==> src/rtl/universal_register.sv <==
// Multi-mode datapath register: hold/load/shift/rotate/inc/dec with registered carry and zero flag.
// Latency: one clock from operation sample to q/carry update; zero is combinational on q.
// Backpressure: none; accepts one operation every cycle, en low simply holds state.
module universal_register #(
    parameter int              WIDTH     = 8,
    parameter logic [WIDTH-1:0] RESET_VAL = '0
) (
    input  logic             clk,
    input  logic             rst,
    input  logic             clr,
    input  logic             en,
    input  logic [2:0]       mode,
    input  logic [WIDTH-1:0] d,
    input  logic             ser_in,
    output logic [WIDTH-1:0] q,
    output logic             carry,
    output logic             zero
);

    typedef enum logic [2:0] {
        M_HOLD = 3'b000,
        M_LOAD = 3'b001,
        M_SHL  = 3'b010,
        M_SHR  = 3'b011,
        M_ROL  = 3'b100,
        M_ROR  = 3'b101,
        M_INC  = 3'b110,
        M_DEC  = 3'b111
    } mode_e;

    localparam logic [WIDTH-1:0] ONE = {{(WIDTH-1){1'b0}}, 1'b1};

    logic [WIDTH-1:0] q_nxt;
    logic             carry_nxt;
    logic [WIDTH:0]   inc_sum;
    logic [WIDTH-1:0] dec_diff;

    // Widened increment exposes the wrap from all-ones as the top bit;
    // decrement borrows exactly when the old value is zero.
    assign inc_sum  = {1'b0, q} + {1'b0, ONE};
    assign dec_diff = q - ONE;

    // Next-state selection for an enabled operation; carry is never an input here.
    always_comb begin
        q_nxt     = q;
        carry_nxt = carry;
        case (mode_e'(mode))
            M_HOLD: begin
                q_nxt     = q;
                carry_nxt = carry;
            end
            M_LOAD: begin
                q_nxt     = d;
                carry_nxt = 1'b0;
            end
            M_SHL: begin
                q_nxt     = {q[WIDTH-2:0], ser_in};
                carry_nxt = q[WIDTH-1];
            end
            M_SHR: begin
                q_nxt     = {ser_in, q[WIDTH-1:1]};
                carry_nxt = q[0];
            end
            M_ROL: begin
                q_nxt     = {q[WIDTH-2:0], q[WIDTH-1]};
                carry_nxt = q[WIDTH-1];
            end
            M_ROR: begin
                q_nxt     = {q[0], q[WIDTH-1:1]};
                carry_nxt = q[0];
            end
            M_INC: begin
                q_nxt     = inc_sum[WIDTH-1:0];
                carry_nxt = inc_sum[WIDTH];
            end
            M_DEC: begin
                q_nxt     = dec_diff;
                carry_nxt = (q == '0);
            end
            default: begin
                q_nxt     = q;
                carry_nxt = carry;
            end
        endcase
    end

    // State register: async reset, then synchronous clear, then enable-gated update.
    always_ff @(posedge clk or posedge rst) begin
        if (rst) begin
            q     <= RESET_VAL;
            carry <= 1'b0;
        end else if (clr) begin
            q     <= '0;
            carry <= 1'b0;
        end else if (en) begin
            q     <= q_nxt;
            carry <= carry_nxt;
        end
    end

    // Zero flag reflects only the current register contents.
    assign zero = (q == '0);

endmodule
==> config.mk <==
export PLATFORM = sky130hd
export DESIGN_NAME = universal_register
export DESIGN_NICKNAME = d
export VERILOG_FILES = /design/src/rtl/universal_register.sv
export SDC_FILE = /design/constraint.sdc
export NUM_CORES = 1
export LEC_CHECK = 0
export BUFFER_PORTS_ARGS = -buffer_cell sky130_fd_sc_hd__buf_2
export CORE_MARGIN = 5
export CORE_UTILIZATION = 45
export CTS_CLUSTER_DIAMETER = 60
export DETAILED_ROUTE_END_ITERATION = 6
export HOLD_SLACK_MARGIN = 0.12
export PLACE_DENSITY = 0.71
export SETUP_SLACK_MARGIN = 0.5
export SYNTH_ARGS = -nofsm -noshare
export SYNTH_HDL_FRONTEND = slang
export SYNTH_SLANG_ARGS = --single-unit
==> constraint.sdc <==
create_clock -name clk -period 1.45 [get_ports clk]
set_input_delay 0.2175 -clock clk [delete_from_list [all_inputs] [get_ports clk]]
set_output_delay 0.2175 -clock clk [all_outputs]
set_load 0.01 [all_outputs]
# After elaboration in Yosys (flattened, before gate mapping)
# Index checks and enable logic that the tools add are counted.
dict set report word_totals {
  elab_cells 24
  ff_bits 9
  out_inout_bits 10
  in_bits 16
}
dict set report classes {
  reduce_logical 6
  muxes 6
  n_addsub 2
  eq_ne 8
}
# operator count
set op_table {}
lappend op_table {{8-bit one-hot mux with 7 select lines} 1}
lappend op_table {{8-bit 2-to-1 mux} 2}
lappend op_table {{3-bit equality test, second input constant} 4}
lappend op_table {{8-bit by 1-bit adder with 9-bit output, second input constant} 1}
lappend op_table {{8-bit logical NOT} 1}
lappend op_table {{8-bit by 1-bit subtractor with 8-bit output, second input constant} 1}
lappend op_table {{3-bit by 2-bit equality test with 1-bit output, second input constant} 2}
lappend op_table {{1-bit one-hot mux with 5 select lines} 1}
lappend op_table {{2-bit OR reduction} 2}
lappend op_table {{3-bit by 1-bit equality test with 1-bit output, second input constant} 1}
lappend op_table {{3-bit logical NOT} 1}
lappend op_table {{1-bit 2-to-1 mux} 2}
lappend op_table {{2-bit != test, second input constant} 1}
lappend op_table {{2-bit AND reduction} 1}
lappend op_table {{2-bit nonzero test} 1}

# Depth between registers and ports, before layout
# Gate-level depths: netlist of run 1.
dict set report depth {
  word_depth 5
  mapped_depth 7
  ltp_nobuf 6
}

# Worst setup path before layout of run 1
# OpenSTA, ideal clock, no wires.
dict set report synth_path {
  path_kind {register to register}
  start {register q[0]}
  end {register q[1]}
  synth_period_minus_slack_ns 1.498
  slack_ns -0.048
  setup_time_ns 0.122
  n_path_buf 1
  path_stages_with_launch 8
  required_time_ns 1.328
  t_arrival_ns 1.376
  path_cell_list {dfrtp_1 -> buf_2 -> inv_1 -> ha_1 -> xnor2_1 -> mux2i_1 -> a21oi_1 -> o21ai_1}
}
dict set report synth_via {
  elab_chain_len 4
  word_cells_on_any_way 5
  classes_between {add/sub: 2; mux: 3}
}
# element line_no
set synth_lines {}
lappend synth_lines {{from (decl)} 15} ;# output logic [WIDTH-1:0] q,
lappend synth_lines {{from (signal assigned)} 96} ;# q <= q_nxt;
lappend synth_lines {{8-bit by 1-bit subtractor with 8-bit output or 8-bit by 1-bit adder with 9-bit output (tied branches)} {41, 40}}
lappend synth_lines {{8-bit one-hot mux with 7 select lines (*)} 47} ;# case (mode_e'(mode))
lappend synth_lines {{8-bit 2-to-1 mux (*)} 95} ;# end else if (en) begin
lappend synth_lines {{8-bit 2-to-1 mux (*)} 92} ;# end else if (clr) begin
# Every way passes the cells marked *; elsewhere a longest branch is shown, timed or not. The select of a mux whose other input is x is not followed.
# A chain may end at the register's enable or synchronous reset.

# Worst setup path after layout of run 1
dict set report layout_path {
  start {register q[0]}
  end {register q[5]}
}
# The elaborated chain is that of the path after synthesis.

==> run_results.csv, run 1 <==
group,metric,value,unit
cts,cts_tree,"yes",
floorplanning,initial_core_util,46.2,%
yosys,syn-mean-instance-area,7.57,um2
pwr,vdd_drop_max,429,uV
worst_setup_path,critical_path_arrival,1.75,ns
finish,drive_gt1_share,53.7,%
grt,first_global_vias,1296,
finish,n_fill_cell,176,
placement,hpwl,2.46,mm
outcome,violations,"setup timing",
placement,gp_congestion,0.946,
worst_setup_path,required,1.58,ns
yosys,syn-cell-area,1130,um2
yosys,synth-seq-cells,9,
yosys,ys.flop_type,"dfrtp_1",
sta,finalSetupViolCount,4,
drt,ant_nets,0,
cts,cts.sinks,9,
yosys,synth_edf_count,0,
worst_setup_path,start_kind,"register",
yosys,synth_cell_types,39,
cts,cts_root_buffer,"clkbuf_4",
sta,slew_violations,0,
finish,antennaDiodeCount,0,
sta,worst_slew_pin_slew,0.427,ns
grt,grt_start_max_net_pins,15,
placement,io_buffers,25,
sta,whs,0.212,ns
worst_setup_path,critical_path_class,"register to register",
yosys,synthCells,150,
grt,grt-ovfl-total,0,
min_path,whs_path_depth,3,
sta,timing.final.crit_share,112,%
worst_setup_path,worstRegToRegCells,6,
finish,final_common_cell,"buf_4",
finish,register_area,235,um2
floorplanning,die_h,60.2,um
pwr,total_power,1.14,mW
drt,routed_wl,4.34,mm
finish,multi_input_area,948,um2
finish,final_cell_mix,"26 x buf_4, 19 x buf_6, 18 x buf_2, 12 x nand2_1, 10 x nor2_1",
worst_setup_path,path_max_fanout,5,
cts,h-tree-depth,1,
sta,period_minus_slack,1.62,ns
drt,vias,1455,
floorplanning,die_area,3630,um2
sta,skew,0.0101,ns
drt,firstDrtPassIters,4,
yosys,ys_seq_area_share,19.8,%
sta,hold_viol,0,
pwr,leakage,0.767,nW
outcome,status,"finished with violations",
drt,wl_per_cell,18.5,um
sta,setup_ws,-0.172,ns
drt,drtIter0Drc,100,
grt,antenna_found_initial,0,
sta,fmax,0.616,GHz
cts,cts.clk_slew.worst_paths,0.07,ns
worst_setup_path,end_kind,"register",
yosys,synth_fp_nets,169,
floorplanning,core,2450,um2
min_path,hold_class,"input pin to register",
cts,cts_buffers,3,
drt,drc_errors,0,
pwr,p_per_area,630,nW/um2
floorplanning,num_rows,18,
cts,worst_skew_pair.late_latency,0.28,ns
grt,grt_usage,22.0,%
floorplanning,die_w,60.2,um
cts,clk_path_buf_depth,2,
grt,grt_pass1_wl,5.96,mm
sta,rsz0062_at_grt,"yes",
finish,syn_to_final_growth,59.6,%
yosys,async_flop_share,100,%
floorplanning,ios,26,
yosys,yosys_warnings,0,
finish,nets,225,
drt,viasPerCell,6.19,
sta,maxSlewHeadroom,71.5,%
flow_run,maxCapViolCount,0,
-- worst max-delay path, stage by stage (launching register included) --
cell	delay [ns]
dfrtp_2	0.45
buf_6	0.14
nor4_4	0.32
nand2b_1	0.13
xnor2_1	0.14
a31oi_1	0.17
o221ai_2	0.12
-- flip-flops by register name, indices dropped and copies added (netlist names) --
signal and cells:
carry 1, q 8
-- cells by family (layout without fill, tap and decap cells) --
logic type | after synthesis | after routing | share of synthesized area [%]
simple gates | 62 | 62 | 30.3
compound gates | 47 | 47 | 26.6
buf+inv | 19 | 74 | 11.7
flops | 9 | 9 | 19.8
xor+xnor | 5 | 5 | 3.86
mux | 5 | 5 | 4.41
fa+ha+maj | 3 | 3 | 3.31
-- per-layer routing --
layer  global-route usage [%]  part of all wire (%)  up-vias  routed length [um]
met4                     11.1                   4.5        0                 195
met2                     38.0                    51       81                2220
met5                        0                     0        -                   0
met3                     1.73                   7.3       18                 316
li1                         -                     -      652                   -
met1                     27.0                    37      704                1600
-- report_power, final --
group / leakage (nW) / internal (mW) / switching [mW] / total, mW
clock: 0.0150 / 0.107 / 0.106 / 0.213
sequential: 0.110 / 0.272 / 0.0386 / 0.310
combinational: 0.642 / 0.324 / 0.294 / 0.618
total: 0.767 / 0.702 / 0.439 / 1.14
-- final timing paths --
check	startpoint	to	slack, ns
setup reg to reg	q[0]	q[5]	-0.17
hold reg to reg	carry	carry	0.57
min in group asynchronous	rst	carry	0.48
hold / removal	d[0]	q[0]	0.21
setup / recovery	q[0]	q[5]	-0.17
max in group asynchronous	rst	q[2]	0.64
-- cell type report --
| class | count | area share (%) |
|---|---|---|
| well taps | 30 | 2.07 |
| repair buffers | 66 | 30.3 |
| inverters | 4 | 0.829 |
| clock buffers | 4 | 1.45 |
| flip-flops and latches | 9 | 13.0 |
| multi-input cells | 122 | 52.3 |
-- Yosys cell counts, drive strengths merged (5+ instances only) --
master,n,area (um2)
mux2i,5,50.1
a211oi,5,37.5
nand3,7,35.0
nor2b,5,31.3
a21oi,12,71.3
nor2,13,48.8
nand2,13,48.8
buf,15,118
nor3,9,45.0
nand2b,5,31.3
o21ai,17,85.1
dfrtp,9,225
-- repair_timing --
action | CTS | global route
resized for setup | 40 | 22
buffers inserted | 11 | 11
endpoints found under the setup margin | 19 | 19
hold buffers | 1 | 0
hold endpoints to repair | 9 | 0
pin swaps | 10 | 12
-- metrics by stage --
| stage | setup WS (ns) | setup TNS [ns] | cell area, um2 | util, % | instances |
|---|---|---|---|---|---|
| 6_report | -0.172 | -0.435 | 1810 | 73.8 | 235 |
| 2_1_floorplan | -0.00184 | -0.00184 | 1180 | - | 150 |
| 3_3_place_gp | 0.00398 | 0 | 1370 | 55.9 | 208 |
| 3_5_place_dp | -0.0168 | -0.0455 | 1370 | 55.9 | 208 |
| 5_1_grt | -0.234 | -0.815 | 1810 | 73.8 | 235 |
| 4_1_cts | -0.0420 | -0.0779 | 1640 | 66.6 | 224 |
Power figures use the tool's default switching activity.
==> inputs of run 2 (changes only) <==
CELL_PAD_IN_SITES_DETAIL_PLACEMENT = 0   (was unset)
CELL_PAD_IN_SITES_GLOBAL_PLACEMENT = 1   (was unset)
CORE_UTILIZATION = 35   (was 45)
PLACE_DENSITY = unset   (was 0.71)
PLACE_DENSITY_LB_ADDON = 0.1   (was unset)
==> run_results.csv, run 2 (same netlist as run 1, synthesis figures left out) <==
group,metric,value,unit
worst_setup_path,required,1.57,ns
finish,fin_area,1810,um2
finish,syn_to_final_growth,59.8,%
cts,cts_buffers,3,
grt,antenna_found_initial,0,
floorplanning,die_h,66.9,um
placement,io_buffers,25,
cts,clk_path_buf_depth,2,
finish,nets,231,
drt,ant_nets,0,
sta,timing.final.crit_share,105,%
grt,first_global_vias,1327,
floorplanning,core,3080,um2
placement,dp_slack,-0.0711,ns
drt,routed_wl,4.01,mm
sta,worst_slew_pin_slew,0.411,ns
worst_setup_path,r2r_slack,-0.07,ns
worst_setup_path,critical_path_class,"register to register",
sta,finalSetupViolCount,6,
floorplanning,ios,26,
floorplanning,die_w,66.9,um
sta,maxSlewHeadroom,72.6,%
cts,cts.sinks,9,
cts,cts_root_buffer,"clkbuf_4",
floorplanning,die_area,4480,um2
worst_setup_path,crit_path_cell_trace,"nor4_4 > nand2b_1 > xnor2_1 > a31oi_1 > o221ai_2",
sta,setup_ws,-0.0691,ns
min_path,hold_class,"input pin to register",
cts,h-tree-depth,1,
sta,period_minus_slack,1.52,ns
placement,hpwl,2.94,mm
worst_setup_path,slowest_stage,"dfrtp_2",
pwr,vdd_drop_max,184,uV
cts,worst_skew_pair.late_latency,0.25,ns
floorplanning,initial_core_util,36.9,%
sta,hold_viol,0,
drt,wl_per_cell,15.7,um
finish,final_cell_mix,"35 x buf_4, 20 x buf_2, 16 x buf_6, 13 x nand2_1",
worst_setup_path,cpPeakStageDelay,0.48,ns
cts,cts_tree,"yes",
pwr,leakage,0.792,nW
sta,rsz0062_at_grt,"yes",
sta,whs,0.243,ns
drt,viasPerCell,5.35,
outcome,status,"finished with violations",
placement,post_dp_cell_area,1490,um2
finish,largest_register,"q",
grt,grt_usage,19.0,%
worst_setup_path,end_kind,"register",
flow_run,maxCapViolCount,0,
grt,grt_pass1_wl,6.61,mm
drt,drtIter0Drc,51,
worst_setup_path,start_kind,"register",
cts,cts.clk_slew.worst_paths,0.07,ns
placement,gp_congestion,0.888,
grt,grt_start_max_net_pins,18,
drt,vias,1365,
worst_setup_path,critical_path_arrival,1.64,ns
outcome,violations,"setup timing",
drt,firstDrtPassIters,4,
sta,skew,0.00735,ns
finish,largest_registers,"q (8), carry (1)",
finish,final_common_cell,"buf_4",
grt,grt-ovfl-total,0,
finish,drive_gt1_share,54.5,%
drt,drc_errors,0,
finish,largest_reg_flops,8,
sta,tns,-0.181,ns
sta,slew_violations,0,
worst_setup_path,path_max_fanout,6,
finish,antennaDiodeCount,0,
floorplanning,num_rows,20,
pwr,p_per_area,598,nW/um2
sta,fmax,0.658,GHz
[run 2: changes by cell type in the layout (fill, tap and decap cells not counted), moves of 2 or more]
cell / change
ha_2: +2
nor2b_2: +2
buf_12: -2
buf_4: +9
buf_2: +2
nor2_2: +2
nor2_4: -2
nor3_4: +2
buf_6: -3
ha_4: -2
nor3_1: -2
[run 2: timing repair]
item | in CTS | in global routing
resized for setup | 36 | 18
buffers inserted | 7 | 5
hold buffers | 1 | 0
setup endpoints to repair | 19 | 19
hold endpoints to repair | 9 | 0
pin swaps | 10 | 6
[run 2: stage by stage]
step           util (%)  cells  power, mW
2_1_floorplan         -    150      0.603
3_3_place_gp       48.3    238      0.762
3_5_place_dp       48.3    238      0.761
4_1_cts            55.1    250       1.03
5_1_grt            58.9    255       1.16
6_report           58.9    255       1.08
[run 2: final timing paths]
kind / cells after the start / startpoint / to
max in group asynchronous: 3 / rst / q[5]
worst max register to register: 5 / q[2] / q[5]
min in group asynchronous: 3 / rst / q[3]
worst min-delay path: 3 / d[0] / q[0]
worst min register to register: 2 / carry / carry
worst max-delay path: 5 / q[2] / q[5]
[run 2: worst max-delay path: cells and delay by family (launching register included)]
family                    cells  cell delay, ns
DFF                           1            0.48
and+or+nand+nor               2            0.44
AOI/OAI and AO/OA             2            0.33
xor gates and xnor gates      1            0.14
[run 2: final cells by class]
cell class / count / area [um2]
Sequential cell: 9 / 234
Tap cell: 44 / 55.1
Clock buffer: 4 / 26.3
Multi-Input combinational cell: 122 / 930
Inverter: 4 / 15.0
Timing Repair Buffer: 72 / 553
Fill cell: 288 / 1260
[run 2: layer usage]
metal / wire length (um) / global-route usage, % / up-vias
met4: 64 / 4.30 / 0
li1: - / - / 670
met2: 1940 / 31.2 / 53
met5: 0 / 0 / -
met3: 247 / 1.52 / 6
met1: 1770 / 26.7 / 636
[run 2: report_power, final]
| part | internal, mW | switching, mW |
|---|---|---|
| Sequential | 0.272 | 0.0457 |
| Clock | 0.106 | 0.0840 |
| Combinational | 0.307 | 0.271 |
| Total | 0.684 | 0.400 |
